--- config.mk ---
export PLATFORM = sky130hd
export DESIGN_NAME = chk_settle_timer
export DESIGN_NICKNAME = d
export VERILOG_FILES = /design/src/rtl/chk_settle_timer.sv
export SDC_FILE = /design/constraint.sdc
export NUM_CORES = 1
export LEC_CHECK = 0
export ABC_AREA = 1
export ABC_CLOCK_PERIOD_IN_PS = 1000
export CORE_AREA = 2 2 39 41
export DETAILED_ROUTE_END_ITERATION = 10
export DIE_AREA = 0 0 41 43
export HOLD_SLACK_MARGIN = 0.1
export PLACE_DENSITY = 0.43
export SETUP_SLACK_MARGIN = 0.05
export SLEW_MARGIN = 20
export SYNTH_ARGS = -nofsm -noshare
export SYNTH_HDL_FRONTEND = slang
export SYNTH_SLANG_ARGS = --single-unit
--- constraint.sdc ---
create_clock -name clk -period 1 [get_ports clk]
set_input_delay 0.2 -clock clk [delete_from_list [all_inputs] [get_ports clk]]
set_output_delay 0.2 -clock clk [all_outputs]
set_load 0.01 [all_outputs]
--- src/rtl/chk_settle_timer.sv ---
// Loadable down-counter that times the settle interval between driving a vector and sampling it.
// The counter holds at zero; expire is asserted whenever the count is zero.
module chk_settle_timer #(
   parameter int W = 4
) (
   input  logic         clk,
   input  logic         rst_n,
   input  logic         load,
   input  logic [W-1:0] load_val,
   output logic [W-1:0] value,
   output logic         expire
);

   logic [W-1:0] value_r;

   // Count register: load has priority, otherwise decrement toward zero.
   always_ff @(posedge clk) begin
      if (!rst_n) begin
         value_r <= {W{1'b0}};
      end else if (load) begin
         value_r <= load_val;
      end else if (value_r != {W{1'b0}}) begin
         value_r <= value_r - W'(1);
      end else begin
         value_r <= value_r;
      end
   end

   assign value  = value_r;
   assign expire = (value_r == {W{1'b0}});

endmodule

==> results <==
critical path: stages, from the launching register on:
cell and delay [ns]:
dfxtp_2 0.31, inv_2 0.07, ha_4 0.13, nand2_2 0.05
nor2_2 0.06, buf_2 0.12
placed cells by master, fill, tap and decap left out:
master	n
nor2_2	2
buf_2	2
nand2_2	3
clkbuf_4	3
o21ai_1	2
dfxtp_2	3
nand3_1	1
dlygate4sd2_1	1
clkdlybuf4s50_1	5
buf_4	7
nand3_2	1
dfxtp_4	1
nand4_1	2
or2_0	1
inv_2	3
a21oi_1	2
inv_1	4
nor2_1	3
a21oi_2	2
nand3_4	1
clkbuf_1	1
buf_6	6
ha_4	1
nand2_1	8
worst min path at each step:
stage                     to      from
floorplan           value[1]     rst_n
global placement    value[0]  value[0]
detailed placement  value[0]  value[0]
CTS                 value[2]      load
global route        value[2]      load
finish              value[2]      load
logic make-up (layout without fill, tap and decap cells):
family | Yosys count | count (layout) | synth area share (%)
flops | 4 | 4 | 32.3
simple gates | 22 | 22 | 39.9
fa+ha+maj | 1 | 1 | 5.05
buf+inv | 7 | 32 | 10.6
compound gates | 6 | 6 | 12.1
final cells by class:
| type | instances | area share [%] |
|---|---|---|
| flip-flops and latches | 4 | 16.4 |
| repair buffers | 21 | 35.3 |
| inverters | 7 | 4.91 |
| multi-input cells | 29 | 34.8 |
| clock buffers | 4 | 4.91 |
| well taps | 16 | 3.74 |
routing by layer:
| layer | routed length, µm | GRT usage [%] | vias to the layer above |
|---|---|---|---|
| li1 | - | - | 179 |
| met1 | 288 | 10.9 | 134 |
| met2 | 311 | 11.6 | 12 |
| met3 | 35 | 3.14 | 3 |
| met4 | 22 | 12.0 | 0 |
| met5 | 0 | 0 | - |
power breakdown:
| part | internal (mW) | leakage [nW] | switching, mW | total, mW |
|---|---|---|---|---|
| combinational | 0.188 | 0.201 | 0.160 | 0.348 |
| clock | 0.150 | 0.0150 | 0.0719 | 0.222 |
| sequential | 0.185 | 0.0347 | 0.0142 | 0.199 |
| total | 0.523 | 0.251 | 0.246 | 0.769 |
stage by stage:
stage | hold WS, ns | cells | setup slack [ns]
finish | 0.388 | 81 | -0.194
global route | 0.414 | 81 | -0.246
CTS | 0.392 | 78 | -0.205
detailed placement | 0.620 | 74 | -0.380
global placement | 0.621 | 74 | -0.374
floorplan | 0.322 | 40 | 0.0543
what timing repair did:
item                                    in CTS  in global routing
gates resized for setup                     31                  7
setup buffers                                1                  3
pin swaps                                    3                  3
endpoints found under the setup margin       9                  8
==> impl_metrics.py <==
metrics = {
    "worst_hold_path": {
        "hold_depth": 3,
        "hp-class": "input port to flop",
    },
    "critical_path": {
        "cp-start-kind": "flop",
        "worstSetupStartpoint": "value[0]",
        "crit_type": "flop to output pin",
        "timing.rr.start": "value[1]",
        "critPathCapture": "expire",
        "rr_worst_depth": 8,
        "path_max_fanout": 2,
        "reg2reg_slack_ns": -0.07,
        "critical_path_arrival_ns": 0.99,
        "end_kind": "output pin",
        "critPathRequiredTime_ns": 0.80,
        "rr_endpoint": "value[2]",
    },
    "logic_synthesis": {
        "ys_warn_count": 0,
        "synth_seq_cells": 4,
        "ys_async_sr_fraction_pct": 0,
        "synth_nets": 48,
        "synth_area_per_cell_um2": 6.19,
        "synth_top_area_share_pct": 32.3,
        "seq_area_frac_synth_pct": 32.3,
        "synth_top_area_cell": "dfxtp_1",
        "synth-main-ff-cell": "dfxtp_1",
        "netlist_area_um2": 248,
        "syn_inst": 40,
        "ys_types": 12,
        "yosysMostFrequentCell": "nand2_1",
        "synth_edf_count": 0,
        "netlist_top_cells_area": "dfxtp_1, nand2_1, inv_1, a21oi_1, nor2_1",
        "synth_common_cells": "nand2_1, inv_1, nor2_1",
    },
    "cells_and_area": {
        "nNetsFinal": 74,
        "multi_input_comb_area_um2": 186,
        "layout-drive-gt1-share_pct": 53.8,
        "regArea_um2": 87.6,
        "nFillCells": 156,
        "synthToLayoutAreaGrowth_pct": 116,
        "fin_area_um2": 536,
        "largest_reg_flops": 4,
        "utilization_pct": 38.7,
        "antennaDiodeCount": 0,
    },
    "drt": {
        "vias_per_cell": 4.05,
        "initialDrtViolationCount": 10,
        "drtAntennaViolNets": 0,
        "post_drt_wl_per_cell_um": 8.11,
        "drc": 0,
        "vias": 328,
        "drt_pass1_iterations": 3,
        "routed_wl_um": 657,
    },
    "sta": {
        "skew_ns": 0.00417,
        "fin_crit_ns": 1.19,
        "grt_setup_unrepaired": "yes",
        "hold_viol": 0,
        "setup_slack_ns": -0.194,
        "relSlewSlack_pct": 86.7,
        "finalSetupViolations": 6,
        "finalSetupTns_ns": -0.416,
        "drv_slew": 0,
        "fmax_ghz": 0.837,
        "tightest_slew_ns": 0.200,
        "finalCritPeriodShare_pct": 119,
    },
    "global_routing": {
        "grt_pass1_wl_um": 1030,
        "grt_max_degree": 7,
        "globalRouteTotalUtil_pct": 9.53,
        "antenna_found_initial": 0,
        "grt_overflow_total": 0,
        "grt_pass1_vias": 274,
    },
    "clock_network": {
        "cts_buffers": 3,
        "ctsRootBufferMaster": "clkbuf_4",
        "htreeDepth": 1,
        "clkLatencyLatePin_ns": 0.24,
        "clock-sinks": 4,
        "clk_pin_slew_ns": 0.04,
        "cts_hold_buf": 0,
        "cts_tree": "done",
        "clock_path_buffers": 2,
    },
    "flow_run": {
        "max_cap_violations": 0,
    },
    "placed_design": {
        "gp_congestion": 0.750,
        "hpwlAfterDp_um": 497,
        "place_area_um2": 450,
        "port_buffers": 11,
    },
    "power": {
        "p_per_area_mw_per_mm2": 1440,
        "power_mw": 0.769,
        "p_leak_nw": 0.251,
        "irDropWorstVdd_v": 0.000448,
    },
    "status": {
        "violations": "negative setup slack",
        "status": "finished with violations",
    },
    "floorplanning": {
        "die_h_um": 43,
        "ios": 12,
        "start_util_pct": 17.9,
        "num_rows": 14,
        "die_w_um": 41,
        "dieArea_mm2": 0.00176,
        "core-area_mm2": 0.00138,
    },
}
Note: power is estimated with default switching activity, not from simulation.
